$ cat src/rtl/seg7_pkg.sv
// Shared constants and BCD-to-segment lookup for the 7-segment scan driver.
package seg7_pkg;

    localparam int       NUM_DIGITS = 3;
    localparam bit [6:0] SEG_OFF    = 7'h7F;
    localparam bit [6:0] SEG_DASH   = 7'b0111111;
    localparam bit [3:0] AN_OFF     = 4'hF;

    // Active-low {g,f,e,d,c,b,a}; non-decimal codes render as a dash.
    function automatic logic [6:0] bcd2seg(input logic [3:0] bcd);
        logic [6:0] pat;
        case (bcd)
            4'd0:    pat = 7'b1000000;
            4'd1:    pat = 7'b1111001;
            4'd2:    pat = 7'b0100100;
            4'd3:    pat = 7'b0110000;
            4'd4:    pat = 7'b0011001;
            4'd5:    pat = 7'b0010010;
            4'd6:    pat = 7'b0000010;
            4'd7:    pat = 7'b1111000;
            4'd8:    pat = 7'b0000000;
            4'd9:    pat = 7'b0010000;
            default: pat = SEG_DASH;
        endcase
        return pat;
    endfunction

endpackage

$ cat src/rtl/seg7_scan_decode.sv
// Combinational BCD to active-low segment pattern lookup.
module seg7_decode
    import seg7_pkg::*;
(
    input  logic [3:0] i_bcd,
    output logic [6:0] o_seg
);

    assign o_seg = bcd2seg(i_bcd);

endmodule

$ cat src/rtl/seg7_scan.sv
// Time-multiplexed common-anode 3-digit scan driver with per-frame input capture.
// Optional leading-zero blanking when SEG7_LZB_EN is defined.
module seg7_scan
    import seg7_pkg::*;
#(
    parameter int CLK_DIV = 50000,
    parameter int CNT_W   = 16
) (
    input  logic       clk,
    input  logic       rst,
    input  logic [3:0] dec0,
    input  logic [3:0] dec1,
    input  logic [3:0] dec2,
    input  logic       blank,
    output logic [3:0] an,
    output logic [6:0] seg,
    output logic       dp
);

    logic [CNT_W-1:0] r_pcnt;
    logic [1:0]       r_idx;
    logic [3:0]       r_shadow [NUM_DIGITS];
    logic [3:0]       r_an_p1;
    logic [6:0]       r_seg_p1;

    logic             w_tick;
    logic [3:0]       w_cur_bcd;
    logic [6:0]       w_seg;
    logic             w_lzb_dark;
    logic             w_dark;

    assign w_tick = (r_pcnt == CNT_W'(CLK_DIV - 1));

    always_comb begin
        w_cur_bcd = r_shadow[0];
        case (r_idx)
            2'd1:    w_cur_bcd = r_shadow[1];
            2'd2:    w_cur_bcd = r_shadow[2];
            default: w_cur_bcd = r_shadow[0];
        endcase
    end

    seg7_decode u_decode (
        .i_bcd (w_cur_bcd),
        .o_seg (w_seg)
    );

`ifdef SEG7_LZB_EN
    assign w_lzb_dark = ((r_idx == 2'd2) && (r_shadow[2] == 4'd0)) ||
                        ((r_idx == 2'd1) && (r_shadow[2] == 4'd0) && (r_shadow[1] == 4'd0));
`else
    assign w_lzb_dark = 1'b0;
`endif

    // idx==3 never drives anode 3; treat that slot as dark until the next tick recovers.
    assign w_dark = blank || w_lzb_dark || (r_idx == 2'd3);

    always_ff @(posedge clk) begin
        if (rst) begin
            r_pcnt   <= '0;
            r_idx    <= 2'd0;
            for (int i = 0; i < NUM_DIGITS; i++) r_shadow[i] <= 4'd0;
            r_an_p1  <= AN_OFF;
            r_seg_p1 <= SEG_OFF;
        end else begin
            r_pcnt <= w_tick ? '0 : r_pcnt + 1'b1;
            if (w_tick) begin
                r_idx <= (r_idx >= 2'd2) ? 2'd0 : r_idx + 2'd1;
                // Frame wrap: capture all digits together so the display never tears.
                if (r_idx == 2'd2) begin
                    r_shadow[0] <= dec0;
                    r_shadow[1] <= dec1;
                    r_shadow[2] <= dec2;
                end
            end
            // Output stage: one cycle behind idx/shadow.
            r_an_p1  <= w_dark ? AN_OFF  : ~(4'b0001 << r_idx);
            r_seg_p1 <= w_dark ? SEG_OFF : w_seg;
        end
    end

    assign an  = r_an_p1;
    assign seg = r_seg_p1;
    assign dp  = 1'b1;

endmodule

$ cat config.mk
export PLATFORM = sky130hd
export DESIGN_NAME = seg7_scan
export DESIGN_NICKNAME = d
export VERILOG_FILES = /design/src/rtl/seg7_pkg.sv /design/src/rtl/seg7_scan_decode.sv /design/src/rtl/seg7_scan.sv
export SDC_FILE = /design/constraint.sdc
export NUM_CORES = 1
export LEC_CHECK = 0
export ABC_AREA = 1
export ABC_CLOCK_PERIOD_IN_PS = 4300
export CORE_MARGIN = 4
export CORE_UTILIZATION = 40
export CTS_CLUSTER_SIZE = 30
export DETAILED_ROUTE_END_ITERATION = 8
export GPL_TIMING_DRIVEN = 0
export HOLD_SLACK_MARGIN = 0.02
export PLACE_DENSITY_LB_ADDON = 0.05
export SYNTH_ARGS = -nofsm -noshare
export SYNTH_HDL_FRONTEND = slang
export SYNTH_SLANG_ARGS = --single-unit
$ cat constraint.sdc
create_clock -name clk -period 4.3 [get_ports clk]
set_input_delay 0.645 -clock clk [delete_from_list [all_inputs] [get_ports clk]]
set_output_delay 0.645 -clock clk [all_outputs]
set_load 0.02 [all_outputs]
; After elaboration in Yosys (flattened, before gate mapping)
; Memory sizes are Yosys's and may differ from the RTL's. A register that Yosys moved wholly into a read port is not among the register bits.
; Index checks and enable logic that the tools add are counted.
[op_classes]
bitwise = 4
n_reduce_logical = 3
n_div = 0
order_cmp = 1
mul = 0
eq_ne = 4
n_shift = 1
muxes = 11
addsub = 2
[op_table]
columns = cell, count
row1 = "16-bit by 1-bit adder with 16-bit output, second input constant", 1
row2 = "16-bit == test, second input constant", 1
row3 = 4-bit 2-to-1 mux, 3
row4 = 4-bit case mux with 2 select lines, 1
row5 = 1-bit 2-to-1 mux, 6
row6 = "2-bit == test, second input constant", 2
row7 = 4-bit NOT, 1
row8 = 2-bit OR reduction, 2
row9 = "1-bit by 2-bit << shifter with 4-bit output, first input constant", 1
row10 = 1-bit bitwise OR, 3
row11 = "2-bit by 1-bit adder with 2-bit output, second input constant", 1
row12 = "2-bit by 1-bit == test with 1-bit output, second input constant", 1
row13 = "2-bit greater-or-equal comparator, second input constant", 1
row14 = 2-bit 2-to-1 mux, 1
row15 = 1-bit logical OR, 1
[word_totals]
latchBits = 0
inputBits = 15
ram_bits = 12
romBits = 112
ff_bits = 22
n_memories = 2
output_inout_bits = 12
wordCells = 31
[mem_list]
columns = memory, depth, word_bits, rd, rd_ports_with_merged_regs, write_ports, line_no
row1 = (no name shown), 16, 7, 1, 1, 0, seg7_pkg.sv:12  ; case (bcd)
row2 = r_shadow, 3, 4, 3, 0, 3, seg7_scan.sv:22  ; logic [3:0] r_shadow [NUM_DIGITS];

; Logic depth before layout (Yosys ltp)
[depth]
ltp_word = 6
mapped_depth = 11
ltp_nobuf = 11

; Cells and area by module
; Synthesis repeated with hierarchy kept, for this count alone.
[hier_totals]
cells_unflattened = 285
area_unflattened_um2 = 2099.5
[by_module_without_submodules]
columns = module, seq_area_each_um2, instances, area_per_inst_um2, cells_per_inst
row1 = seg7_scan, 940.9, 1, 1913.1, 250
row2 = seg7_decode, 0.0, 1, 186.4, 35

; Least setup slack after synthesis
; Ideal clock, no wire load.
[synth_timing]
path_kind = flip-flop to flip-flop
start = register r_idx[0]
end = register r_seg_p1[4], in the netlist seg[4]
n_path_buf = 1
period_less_slack_ns = 1.807
required_ns = 4.163
t_arrival_ns = 1.671
path_stages_with_launch = 11
path_slack_ns = 2.493
setup_ns = 0.137
path_cell_list = dfxtp_1 -> inv_1 -> ha_1 -> buf_4 -> or2_2 -> nand2_1 -> ha_1 -> nand3b_1 -> nand2_1 -> nand2_1 -> nand3_1
[synth_via]
elab_chain_len = 3
word_cells_on_any_way = 6
cone_classes = eq/ne (3) / mux (1) / reduce/logical (2)
[synth_lines]
columns = item, line_no
row1 = from (decl), seg7_scan.sv:21  ; logic [1:0] r_idx;
row2 = from (signal assigned), seg7_scan.sv:68  ; r_idx <= (r_idx >= 2'd2) ? 2'd0 : r_idx + 2'd1;
row3 = 2-bit == test, seg7_scan.sv:56  ; assign w_dark = blank || w_lzb_dark || (r_idx == 2'd3);
row4 = 1-bit logical OR, seg7_scan.sv:56
row5 = 2-bit OR reduction (no source line), n/a
row6 = to (decl), seg7_scan.sv:24  ; logic [6:0] r_seg_p1;
; Several ways; a longest one is shown, not always the timed one.
; A chain may end at the register's enable or synchronous reset.

; Worst setup path in the final report
[layout_timing]
start = input rst
end = register r_seg_p1[2], in the netlist seg[2]
[layout_via]
elab_chain_len = 1
[layout_lines]
columns = item, line_no
row1 = from (decl), seg7_scan.sv:10  ; input logic rst,
row2 = 2-bit OR reduction (no source line), n/a
; No other way between the ends.

==> run summary <==
### Timing
* number of endpoints with negative hold slack in the final report: 0
* unrepaired setup endpoints after global routing: false
* Least-Margin Pin Slew: 0.714 ns
* worst relative slew slack: 52.1%
* Final setup viols: 0
* Peak Freq: 486 MHz
* part of the cycle the worst path needs: 47.8%
* total negative slack: 0 ns
* worst clock skew: 0.0123 ns
* Period minus WS final: 2.06 ns
* number of pins with negative max-slew slack in the final report: 0

### Power
* leakage power of the design: 1.06 nW
* areal power density over the cells: 286 nW/um^2
* Worst VDD drop: 0.164 mV

### Synthesis
* cell area after technology mapping: 2120 sq um
* most common flop cell mapped by yosys: sky130_fd_sc_hd__dfxtp_1
* Unique masters post-synth: 31
* async set-reset flop share out of synthesis: 0%
* sequential fraction of the synthesis area: 44.5%
* number of synthesized flops with an enable pin: 12
* flop and latch count out of synthesis: 41
* number of synthesis warnings: 0
* synthesized area per cell: 8.04 sq um
* Post-Synthesis Cells: 263

### Cells and area
* Final Core Density: 49.9%
* Antenna Cells: 0
* filler cell count in the final layout: 531
* design area: 2550 sq um
* Nets: 321
* fraction of final layout cells sized beyond drive strength 1: 12.5%
* signed area change from the synthesized netlist to the final layout: 20.5%

### Floorplan
* I/O Pins: 27
* effective utilization at floorplan: 41.4%
* vertical die dimension: 80.7 microns
* Placeable Area: 5110 sq um
* Die Area: 6520 sq um
* chip width: 80.7 microns
* standard-cell row count: 26

### Critical path
* CP max-delay cell: sky130_fd_sc_hd__nor3_1
* cell chain of the critical path: clkdlybuf4s50_1 -> nor3_1 -> a21boi_2 -> nand2_1
* slack of the worst reg-to-reg path: 2.26 ns
* CP Launch Point: rst
* critical path capture point type: flop
* kind of cell adding the most delay to the critical path: simple AND/OR/NAND/NOR gates
* element type at the critical path start: input port
* Critical R2R Launch: r_idx[0]
* Required @ worst endpoint: 4.46 ns
* critical path peak fanout: 6
* Crit Path Category: input port to flop
* highest cell delay on the worst timing path: 0.63 ns
* Buf/Inv on CP: 1
* data arrival at the endpoint of the critical path: 2.22 ns

### Hold path
* Hold WC Path Type: flop to flop
* Hold Crit Start: r_pcnt[0]

### Global route
* via count of the first global-routing pass: 1543
* combined global-route utilization of all metal layers: 13.5%
* global-route congestion overflow total: 0
* antenna violations before repair: 0
* largest net degree at the start of global routing: 13
* global-route wire length before repair: 6960 microns

### Clocking
* number of hold buffers added after CTS: 0
* buffer levels on the longest clock path: 2
* H-Tree Level Count: 2
* insertion delay of the later-clocked pin in the worst-skew pair: 0.28 ns
* TritonCTS clock tree: done
* Resize count post-CTS: 0
* total setup buffers inserted after CTS: 0
* register clock-pin slew on the reported worst setup and hold paths: 0.08 ns
* cts bufs inserted: 5
* clk sink count: 41
* Root Driver: sky130_fd_sc_hd__clkbuf_8

### Placement
* Placement Cell Area: 2460 sq um
* port bufs: 25
* GPL Wtd Cong: 0.760
* estimated wirelength of the detail-placed design: 3080 microns

### Run status
* outcome: complete, no violations

### Route
* WL per Instance: 10.9 microns
* Via density: 4.47
* via count: 1639
* DRC violation total after the first TritonRoute iteration: 63
* DRT Wirelength: 4000 microns
* drt pass-1 iters: 4
* DRC violation count after routing: 0
* Antenna Nets Post-Route: 0

### Job
* number of max-cap violations: 0

==> state kept, by name (all words and copies together), names as in the netlist <==
name,count
r_pcnt,16
r_shadow,12
seg,7
an,4
r_idx,2
==> cell families (layout without fill, tap and decap cells) <==
family	count (synthesis)	after routing	share of synthesized area, %
other cells	1	2	0.177
buf+inv	39	72	8.04
flops	41	41	44.5
fa+ha+maj	10	10	5.91
xor+xnor	6	6	2.48
simple gates	155	155	35.9
compound gates	11	11	3.02
==> cells in the mapped netlist, types with 3 or more instances <==
cell / n / area share, %
sky130_fd_sc_hd__xnor2_1: 3 / 1.2
sky130_fd_sc_hd__nor3_1: 4 / 0.95
sky130_fd_sc_hd__a21oi_1: 7 / 1.7
sky130_fd_sc_hd__nor2_1: 29 / 5.1
sky130_fd_sc_hd__nand3_2: 3 / 1.4
sky130_fd_sc_hd__nand2_1: 76 / 13
sky130_fd_sc_hd__nor3_2: 8 / 3.8
sky130_fd_sc_hd__nand3_1: 16 / 3.8
sky130_fd_sc_hd__or2_2: 4 / 1.2
sky130_fd_sc_hd__ha_1: 10 / 5.9
sky130_fd_sc_hd__edfxtp_1: 12 / 17
sky130_fd_sc_hd__nand4_1: 5 / 1.5
sky130_fd_sc_hd__inv_1: 33 / 5.9
sky130_fd_sc_hd__xor2_1: 3 / 1.2
sky130_fd_sc_hd__dfxtp_1: 29 / 27
==> power breakdown <==
group / internal, W / total [W] / switching (W) / leakage (nW)
Combinational: 0.0000294 / 0.0000620 / 0.0000326 / 0.651
Clock: 0.000127 / 0.000256 / 0.000128 / 0.0486
Sequential: 0.000408 / 0.000412 / 0.00000495 / 0.358
Total: 0.000564 / 0.000730 / 0.000166 / 1.06
==> metal layers <==
layer  track usage (%)  up-vias  part of all wire [%]
met4              3.21        0                  0.68
li1                  -      890                     -
met1              19.4      720                    54
met5                 0        -                     0
met3              3.66        2                   3.4
met2              20.3       27                    42
==> final timing paths <==
check | end | cells past startpoint
worst min register to register | r_pcnt[0] | 1
worst max-delay path | seg[2] | 4
worst min-delay path | r_pcnt[0] | 1
worst max register to register | seg[4] | 10
==> layout by cell type (no fill, tap or decap), types with 6 or more instances in the layout <==
| cell | n |
|---|---|
| sky130_fd_sc_hd__nand2_1 | 76 |
| sky130_fd_sc_hd__nor3_2 | 8 |
| sky130_fd_sc_hd__ha_1 | 10 |
| sky130_fd_sc_hd__edfxtp_1 | 12 |
| sky130_fd_sc_hd__nand3_1 | 16 |
| sky130_fd_sc_hd__dfxtp_1 | 29 |
| sky130_fd_sc_hd__clkbuf_8 | 6 |
| sky130_fd_sc_hd__a21oi_1 | 7 |
| sky130_fd_sc_hd__nor2_1 | 29 |
| sky130_fd_sc_hd__clkdlybuf4s50_1 | 25 |
| sky130_fd_sc_hd__inv_1 | 33 |
==> final cells by class <==
cell class | instances | area (sq um) | area share (%)
multi-input cells | 184 | 1010 | 39.6
flip-flops and latches | 41 | 941 | 36.9
repair buffers | 25 | 250 | 9.82
inverters | 34 | 128 | 5.01
well taps | 70 | 87.6 | 3.44
clock buffers | 6 | 82.6 | 3.24
plain buffers | 5 | 42.5 | 1.67
clock inverters | 2 | 8.76 | 0.344
==> stage by stage <==
stage	total power, W	cells	hold WS (ns)	setup WS (ns)
after global placement	0.000484	359	0.456	1.97
after floorplan	0.000455	264	0.441	2.49
after CTS	0.000738	367	0.487	2.24
after global routing	0.000762	367	0.545	2.09
after detailed placement	0.000485	359	0.467	1.95
final	0.000730	367	0.485	2.24
No activity file was read; power rests on OpenSTA's default activity.
